## config.mk

```make
export PLATFORM = sky130hd
export DESIGN_NAME = arbiter_vc
export DESIGN_NICKNAME = d
export VERILOG_FILES = /design/src/rtl/arbiter_vc.sv
export SDC_FILE = /design/constraint.sdc
export NUM_CORES = 1
export LEC_CHECK = 0
export ABC_AREA = 1
export CAP_MARGIN = 25
export CELL_PAD_IN_SITES_DETAIL_PLACEMENT = 1
export CELL_PAD_IN_SITES_GLOBAL_PLACEMENT = 1
export CORE_MARGIN = 10
export CORE_UTILIZATION = 22
export CTS_CLUSTER_SIZE = 40
export DETAILED_ROUTE_END_ITERATION = 10
export GPL_TIMING_DRIVEN = 0
export PLACE_DENSITY = 0.83
export REMOVE_ABC_BUFFERS = 1
export SKIP_CTS_REPAIR_TIMING = 1
export SYNTH_ARGS = -nofsm -noshare
export SYNTH_HDL_FRONTEND = slang
export SYNTH_SLANG_ARGS = --single-unit
```

## constraint.sdc

```tcl
create_clock -name clk -period 3.95 [get_ports clk]
set_clock_uncertainty 0.1 [all_clocks]
set_input_delay 0.9875 -clock clk [delete_from_list [all_inputs] [get_ports clk]]
set_output_delay 0.9875 -clock clk [all_outputs]
set_load 0.03 [all_outputs]
```

## src/rtl/arbiter_vc.sv

```systemverilog
// Two-VC to two-destination arbiter with weighted VC0 priority.
// Each transfer runs IDLE grant -> POP -> PUSH.
module arbiter_vc #(
  parameter int DATA_WIDTH = 6,
  parameter int DEST_BIT   = 4,
  parameter int VC0_WEIGHT = 4
) (
  input  logic                  clk,
  input  logic                  reset,
  input  logic                  init,
  input  logic                  vc0_empty,
  input  logic                  vc1_empty,
  input  logic [DATA_WIDTH-1:0] vc0_head,
  input  logic [DATA_WIDTH-1:0] vc1_head,
  input  logic [DATA_WIDTH-1:0] vc0_data,
  input  logic [DATA_WIDTH-1:0] vc1_data,
  input  logic                  d0_almost_full,
  input  logic                  d1_almost_full,
  output logic                  vc0_pop,
  output logic                  vc1_pop,
  output logic                  d0_push,
  output logic                  d1_push,
  output logic [DATA_WIDTH-1:0] d0_data,
  output logic [DATA_WIDTH-1:0] d1_data,
  output logic                  arb_idle
);

  typedef enum logic [1:0] {
    INIT,
    IDLE,
    POP,
    PUSH
  } state_t;

  localparam logic [2:0] WMAX = 3'(VC0_WEIGHT);

  state_t state, state_nxt;
  logic sel_q, sel_nxt;
  logic dest_q, dest_nxt;
  logic [2:0] fair_cnt, fair_nxt;
  logic run;
  logic elig0, elig1, win1;
  logic [DATA_WIDTH-1:0] word;

  assign run = reset & init;

  assign elig0 = !vc0_empty &&
    !(vc0_head[DEST_BIT] ? d1_almost_full : d0_almost_full);
  assign elig1 = !vc1_empty &&
    !(vc1_head[DEST_BIT] ? d1_almost_full : d0_almost_full);
  // VC1 takes the slot when VC0 is absent or has used its weight
  assign win1 = elig1 && (!elig0 || fair_cnt == WMAX);

  always_ff @(posedge clk) begin
    if (!run) begin
      state    <= INIT;
      sel_q    <= 1'b0;
      dest_q   <= 1'b0;
      fair_cnt <= '0;
    end else begin
      state    <= state_nxt;
      sel_q    <= sel_nxt;
      dest_q   <= dest_nxt;
      fair_cnt <= fair_nxt;
    end
  end

  always_comb begin
    state_nxt = state;
    sel_nxt   = sel_q;
    dest_nxt  = dest_q;
    fair_nxt  = fair_cnt;
    unique case (state)
      INIT: state_nxt = IDLE;
      IDLE: begin
        if (win1) begin
          state_nxt = POP;
          sel_nxt   = 1'b1;
          dest_nxt  = vc1_head[DEST_BIT];
          fair_nxt  = '0;
        end else if (elig0) begin
          state_nxt = POP;
          sel_nxt   = 1'b0;
          dest_nxt  = vc0_head[DEST_BIT];
          if (elig1 && fair_cnt < WMAX)
            fair_nxt = fair_cnt + 3'd1;
        end
      end
      POP:  state_nxt = PUSH;
      PUSH: state_nxt = IDLE;
      default: state_nxt = INIT;
    endcase
  end

  assign word = sel_q ? vc1_data : vc0_data;

  always_comb begin
    vc0_pop  = (state == POP) && !sel_q;
    vc1_pop  = (state == POP) && sel_q;
    d0_push  = (state == PUSH) && !dest_q;
    d1_push  = (state == PUSH) && dest_q;
    d0_data  = d0_push ? word : '0;
    d1_data  = d1_push ? word : '0;
    arb_idle = (state == IDLE) && vc0_empty && vc1_empty;
  end

endmodule

```

# Word level (Yosys, flattened, before mapping)
# Cells that the tools add are included.
# word_totals
regBits	7
inputBits	31
output_inout_bits	17
wordCells	51
# op_classes
add_sub_neg	1
order_cmp	1
eq_ne	5
muxes	15
n_bitwise	1
n_reduce_logical	24
# op_table
cell	count
$mux 6	3
$logic_and 1x1->1	10
$mux 3	3
$logic_not 1->1	7
$mux 1	6
$pmux 2 s3	1
$eq 2x2->1 const B	2
$mux 2	2
$reduce_bool 2->1	2
$add 3x1->3 const B	1
$eq 3x3->1 const B	1
$lt 3x3->1 const B	1
$ne 3x3->1 const B	1
$reduce_and 3->1	1
$eq 2x1->1 const B	1
$logic_not 2->1	1
$reduce_and 2->1	1
$reduce_or 2->1	1
$and 1x1->1	1
$logic_or 1x1->1	1

# Longest topological paths before layout
# Gate-level depths: netlist of run 1.
# logic_depth
word_depth	8
ltp_mapped	9
mapped_depth_nobuf	9

# Worst setup path after synthesis of run 1
# No wires, ideal clock.
# synth_path
path_kind	input to output
start	input port vc0_empty
end	output port arb_idle
arrival_time_ns	1.737
t_required_ns	2.863
setup_slack_ns	1.126
cell_stages	2
path_buffers	0
cell_sequence	inv_1 nor3_1
# synth_via
elab_chain_cells	2
# synth_lines
element	line	source
from (decl)	11	input logic vc0_empty,
$logic_and 1x1->1 (2 in series)	104	arb_idle = (state == IDLE) && vc0_empty && vc1_empty;
to (decl)	25	output logic arb_idle
# Every way passes these cells.

# Final worst setup path of run 1
# Same ends and word-level chain as after synthesis.

==> reports/results.txt, run 1 <==
Area contributors post-synth - dfxtp_1 (22%), nor2_1 (12%), nand2_1 (11%)
Top cell type's share of synthesized area - 0.222
Initial drt markers - 14
1st-pass router iterations - 4
Rows - 19
Total clock sinks - 7
Worst setup EP type - primary output
Filler cells - 357
Finished Layout Cells - 171
Die footprint - 5420 sq um
Vias/cell - 4.49
Pin count of the biggest net entering global routing - 10
Routability Congestion - 0.731
Yosys warnings - 0
CTS buffer count - 3
Clk root buf - clkbuf_4
Max cap viols - 0
Post-route DRC - 0
CP max FO - 4
Final slew viol count - 0
Synth unique cells - 17
Gate Count Post-Synth - 100
Ant diodes - 0
Post-Place Worst Slack - 445 ps
Worst Max-Slew Pin Slew - 470 ps
Type of the worst setup path - primary input to primary output
RSZ-0062 raised after global routing - no
Normalized max-slew margin - 0.686
Max Root-Sink Buffers - 2
Grt met3 use - 0.0256
Placeable Area - 2760 sq um
Chip height - 73.6 um
Number of global-route vias before repair - 820
Startpoint Class - primary input
P_int - 0.141 mW
Max IR drop VDD - 0.0766 mV
GRT busiest layer - met2
Hold Path Class - flop to flop
Syn Std Cell Area - 632 sq um
GRT Overall Usage - 0.0871
Routed Antenna Nets - 0
Crit path time final - 3470 ps
Port bufs - 37
Leak pwr - 0.460 nW
Clk network pwr share - 0.328
TNS Setup - 0 ps
Grt met1 use - 0.0982
Share of layout cells above drive strength 1 - 0.0857
Area Overhead vs Synth - 68.1%
Sequential cell area fraction in the yosys report - 0.222
Routing usage on met2 - 0.145
Drt total wl - 2.36 mm
Outcome - finished clean
Final Cycle Share - 0.879
Hpwl dp - 2.12 mm
Total power draw - 0.196 mW
CP arrival - 2380 ps
P_sw - 0.0546 mW
Reg clk slew, reported paths - 50 ps
Dpl cells - 167
Combinational Power Share - 0.290
Worst-Skew Late Latency - 250 ps
Yosys reg bits - 7
First-pass GRT wire length - 3.79 mm
Worst setup margin - 478 ps
Sequential Power Share - 0.382
Final setup vio count - 0
Critical Path RT - 2860 ps
Routed via count - 767
Fmax - 0.288 GHz
Placed cell area - 1040 sq um
Starting density of the core - 0.229
Sw Ratio - 0.279
Die Wd - 73.6 um
Finished Cell Area - 1060 sq um
TritonCTS clock tree - built
Area leader, netlist - dfxtp_1
Initial antenna violation count - 0
Syn avg cell area - 6.32 sq um
I/O pin total - 48
Pwr/cell area - 184 nW/um^2
Final Hold Viols - 0
H-tree levels - 1
Final net count - 177
Drt wl/cell - 13.8 um
Grt total ovfl - 0
-- routing by layer --
metal	wire, um	part of all wire
met5	0	0
met2	1040	0.44
met1	1010	0.43
met4	23	0.0097
met3	295	0.12
-- cell families (layout without fill, tap and decap cells) --
kind of cell / count (synthesis) / count (layout) / share of synthesized area
flip-flops: 7 / 7 / 0.222
buffers and inverters: 20 / 60 / 0.121
adder cells (fa/ha/maj): 5 / 5 / 0.0990
multiplexers: 6 / 6 / 0.0951
AND/OR/NAND/NOR: 56 / 56 / 0.410
AO/OA/AOI/OAI: 6 / 6 / 0.0535
-- through the flow --
step / hold WS, ps / utilization
6_report: 434 / 0.385
5_1_grt: 486 / 0.385
4_1_cts: 438 / 0.385
3_5_place_dp: 425 / 0.376
3_3_place_gp: 407 / 0.376
2_1_floorplan: 377 / -
-- power by group through the flow --
stage / clock network, mW / logic [mW] / registers (mW)
3_5_place_dp: 0 / 0.0575 / 0.0764
5_1_grt: 0.0705 / 0.0632 / 0.0754
3_3_place_gp: 0 / 0.0547 / 0.0762
6_report: 0.0642 / 0.0568 / 0.0749
4_1_cts: 0.0673 / 0.0578 / 0.0749
2_1_floorplan: 0 / 0.0281 / 0.0757
-- registers in the layout, summed over array words and instances, names as in the netlist --
signal and cells:
fair_cnt 3, sel_q 1, dest_q 1, state 2
-- synthesized netlist by cell type (all sizes together) --
master   n
nor3     1
a21oi    5
inv     19
o21ai    1
nor2    22
ha       5
nand4    1
dfxtp    7
nand2   22
nand3   10
buf      1
mux2i    6
-- final timing paths --
| check | start | cells past startpoint | to | slack, ps |
|---|---|---|---|---|
| max reg2reg | fair_cnt[0]$_SDFFE_PN0P_ | 8 | dest_q$_SDFFE_PN0P_ | 2500 |
| min reg2reg | fair_cnt[1]$_SDFFE_PN0P_ | 2 | fair_cnt[1]$_SDFFE_PN0P_ | 430 |
| max | vc0_empty | 4 | arb_idle | 480 |
| min | fair_cnt[1]$_SDFFE_PN0P_ | 2 | fair_cnt[1]$_SDFFE_PN0P_ | 430 |
-- worst max-delay path, cell delays in order --
cell,delay [ps]
clkdlybuf4s50_1,450
inv_1,70
nor3_1,170
clkdlybuf4s50_1,700
-- layout by cell type, fill, tap and decap left out --
cell type        netlist  final
clkdlybuf4s50_1        0     37
nor2_1                20     20
nand2_1               19     19
inv_1                 18     18
nand3_1                8      8
dfxtp_1                7      7
mux2i_1                6      6
ha_1                   5      5
a21oi_1                4      4
nand2_2                3      3
clkbuf_4               0      3
nand3_2                2      2
nor2_4                 2      2
nor3_1                 1      1
nand4_1                1      1
o21ai_0                1      1
inv_2                  1      1
a21oi_2                1      1
clkbuf_1               0      1
-- cell type report --
cell class,count,area [sq um],area share
inverter,19,71.3,0.0671
clock buffer,4,26.3,0.0247
multi-input combinational,73,415,0.391
timing repair buffer,37,370,0.349
tap,31,38.8,0.0365
sequential,7,140,0.132
(Power assumes the default switching activity.)
==> run 2, diff against run 1 <==
--- a/config.mk
+++ b/config.mk
@@ -10,11 +10,12 @@
 export CELL_PAD_IN_SITES_DETAIL_PLACEMENT = 1
 export CELL_PAD_IN_SITES_GLOBAL_PLACEMENT = 1
 export CORE_MARGIN = 10
-export CORE_UTILIZATION = 22
+export CORE_UTILIZATION = 23
+export CTS_BUF_LIST = sky130_fd_sc_hd__clkbuf_4 sky130_fd_sc_hd__clkbuf_8
 export CTS_CLUSTER_SIZE = 40
 export DETAILED_ROUTE_END_ITERATION = 10
 export GPL_TIMING_DRIVEN = 0
-export PLACE_DENSITY = 0.83
+export PLACE_DENSITY = 0.86
 export REMOVE_ABC_BUFFERS = 1
 export SKIP_CTS_REPAIR_TIMING = 1
 export SYNTH_ARGS = -nofsm -noshare
==> reports/results.txt, run 2 (same netlist as run 1, synthesis figures left out) <==
Largest registers - fair_cnt (3), state (2)
Port bufs - 37 (unchanged)
Cell family contributing the most delay on the critical path - buffers and inverters
Worst Max-Slew Pin Slew - 464 ps (-6.41 ps)
Critical Path Max Stage Delay - 700 ps (about the same)
Crit path buf inv count - 3 (unchanged)
Post-route DRC - 0 (unchanged)
Outcome - finished clean
Slowest CP cell - clkdlybuf4s50_1
Normalized max-slew margin - 0.691 (+0.00428)
GRT Overall Usage - 0.0868 (-0.000344)
Max Root-Sink Buffers - 2 (unchanged)
Final slew viol count - 0 (unchanged)
Routed via count - 777 (+1.3%)
Hpwl dp - 2.00 mm (-5.5%)
I/O pin total - 48 (unchanged)
Leak pwr - 0.463 nW (+0.74%)
Max IR drop VDD - 0.0975 mV (+27%)
Final setup vio count - 0 (unchanged)
Worst-Skew Late Latency - 240 ps (about the same)
Die footprint - 5240 sq um (-3.2%)
Critical Path RT - 2860 ps (about the same)
Crit path top cell by count - clkdlybuf4s50_1
Worst setup EP type - primary output
Pin count of the biggest net entering global routing - 10 (unchanged)
Total clock sinks - 7 (unchanged)
CTS buffer count - 3 (unchanged)
Placed cell area - 1030 sq um (-0.12%)
H-tree levels - 1 (unchanged)
Crit path cell chain - clkdlybuf4s50_1 -> inv_1 -> nor3_1 -> clkdlybuf4s50_1
Reg with most FFs - fair_cnt
Clk root buf - clkbuf_4
Ant diodes - 0 (unchanged)
Share of layout cells above drive strength 1 - 0.0929 (+0.00714)
Grt total ovfl - 0 (unchanged)
Rows - 18 (-1)
Area Overhead vs Synth - 68.5%
CP arrival - 2390 ps (about the same)
Routability Congestion - 0.737 (+0.79%)
Pwr/cell area - 188 nW/um^2 (+1.8%)
First-pass GRT wire length - 3.77 mm (-0.55%)
Placeable Area - 2540 sq um (-7.7%)
Initial drt markers - 21 (+7)
CP max FO - 4 (unchanged)
Final Cycle Share - 0.880 (+0.00110)
Drt wl/cell - 13.3 um (-3.8%)
Startpoint Class - primary input
Number of global-route vias before repair - 807 (-1.6%)
Critical path depth - 4 (unchanged)
Reg clk slew, reported paths - 50 ps (about the same)
1st-pass router iterations - 3 (-1)
Largest register FFs - 3 (unchanged)
Chip height - 72.4 um (-1.6%)
Setup crit start - vc0_empty
Starting density of the core - 0.248 (+0.0192)
TritonCTS clock tree - built
Finished Cell Area - 1060 sq um (+0.24%)
RSZ-0062 raised after global routing - no
Reg2reg setup slack - 2510 ps (about the same)
Final net count - 177 (unchanged)
Vias/cell - 4.57 (+1.9%)
Die Wd - 72.4 um (-1.6%)
Routed Antenna Nets - 0 (unchanged)
Hold Path Class - flop to flop
Final Hold Viols - 0 (unchanged)
Worst R2R End - dest_q$_SDFFE_PN0P_
Worst Setup EP - arb_idle
TNS Setup - 0 ps (unchanged)
Initial antenna violation count - 0 (unchanged)
Most common cell after layout, fill and taps aside - clkdlybuf4s50_1
Crit path time final - 3480 ps (+4.33 ps)
Fmax - 0.288 GHz (-0.12%)
Filler cells - 338 (-5.3%)
Commonest non-fill, non-tap cells in the layout - clkdlybuf4s50_1 (37), nor2_1 (20), nand2_1 (19)
R2R Path Start - fair_cnt[0]$_SDFFE_PN0P_
Drt total wl - 2.26 mm (-4.3%)
Max cap viols - 0 (unchanged)
Type of the worst setup path - primary input to primary output
R2R depth - 8 (unchanged)
==> run 2: cell counts in the layout (fill, tap and decap cells not counted) <==
No cell type changed its count.
==> run 2: stage by stage <==
step / power [mW] / hold WS, ps / utilization / worst slack [ps] / instances
floorplan: 0.104 / 377 / - / 1130 / 99
global placement: 0.131 / 406 / 0.407 / 446 / 166
detailed placement: 0.133 / 420 / 0.407 / 443 / 166
CTS: 0.203 / 432 / 0.418 / 444 / 170
global route: 0.216 / 492 / 0.418 / 399 / 170
finish: 0.200 / 428 / 0.418 / 474 / 170
==> run 2: layout make-up <==
class,count,area (sq um),area share
Inverter,19,71.3,0.0670
Sequential cell,7,140,0.132
Multi-Input combinational cell,73,415,0.390
Clock buffer,4,30.0,0.0282
Tap cell,30,37.5,0.0353
Timing Repair Buffer,37,370,0.348
==> run 2: worst min-delay path, stage by stage, from the launching register on <==
cell and delay [ps]:
dfxtp_1 350, a21oi_1 50, nor2_1 90
==> run 2: worst min-delay path by stage <==
stage                             startpoint  slack (ps)                       end  cells past startpoint
finish              fair_cnt[1]$_SDFFE_PN0P_         430  fair_cnt[1]$_SDFFE_PN0P_                      2
detailed placement  fair_cnt[1]$_SDFFE_PN0P_         420  fair_cnt[1]$_SDFFE_PN0P_                      2
floorplan           fair_cnt[1]$_SDFFE_PN0P_         380  fair_cnt[1]$_SDFFE_PN0P_                      2
global placement    fair_cnt[2]$_SDFFE_PN0P_         410  fair_cnt[2]$_SDFFE_PN0P_                      2
CTS                 fair_cnt[1]$_SDFFE_PN0P_         430  fair_cnt[1]$_SDFFE_PN0P_                      2
global route        fair_cnt[1]$_SDFFE_PN0P_         490  fair_cnt[1]$_SDFFE_PN0P_                      2
==> run 2: power by group <==
part / switching (mW) / internal, mW / leakage [nW]
clock: 0.0234 / 0.0452 / 0.0184
sequential: 0.00214 / 0.0727 / 0.0568
combinational: 0.0264 / 0.0300 / 0.388
==> run 2: routing by layer <==
| metal | routed length (um) | GRT usage |
|---|---|---|
| met1 | 1100 | 0.0982 |
| met2 | 930 | 0.146 |
| met3 | 211 | 0.0313 |
| met4 | 23 | 0.0316 |
| met5 | 0 | 0 |
==> run 3, diff against run 2 <==
--- a/config.mk
+++ b/config.mk
@@ -17,7 +17,7 @@
 export GPL_TIMING_DRIVEN = 0
 export PLACE_DENSITY = 0.86
 export REMOVE_ABC_BUFFERS = 1
-export SKIP_CTS_REPAIR_TIMING = 1
+export SLEW_MARGIN = 0
 export SYNTH_ARGS = -nofsm -noshare
 export SYNTH_HDL_FRONTEND = slang
 export SYNTH_SLANG_ARGS = --single-unit
==> results of run 3 <==
Same layout as run 2: the final DEF is identical, and so are final timing and power.
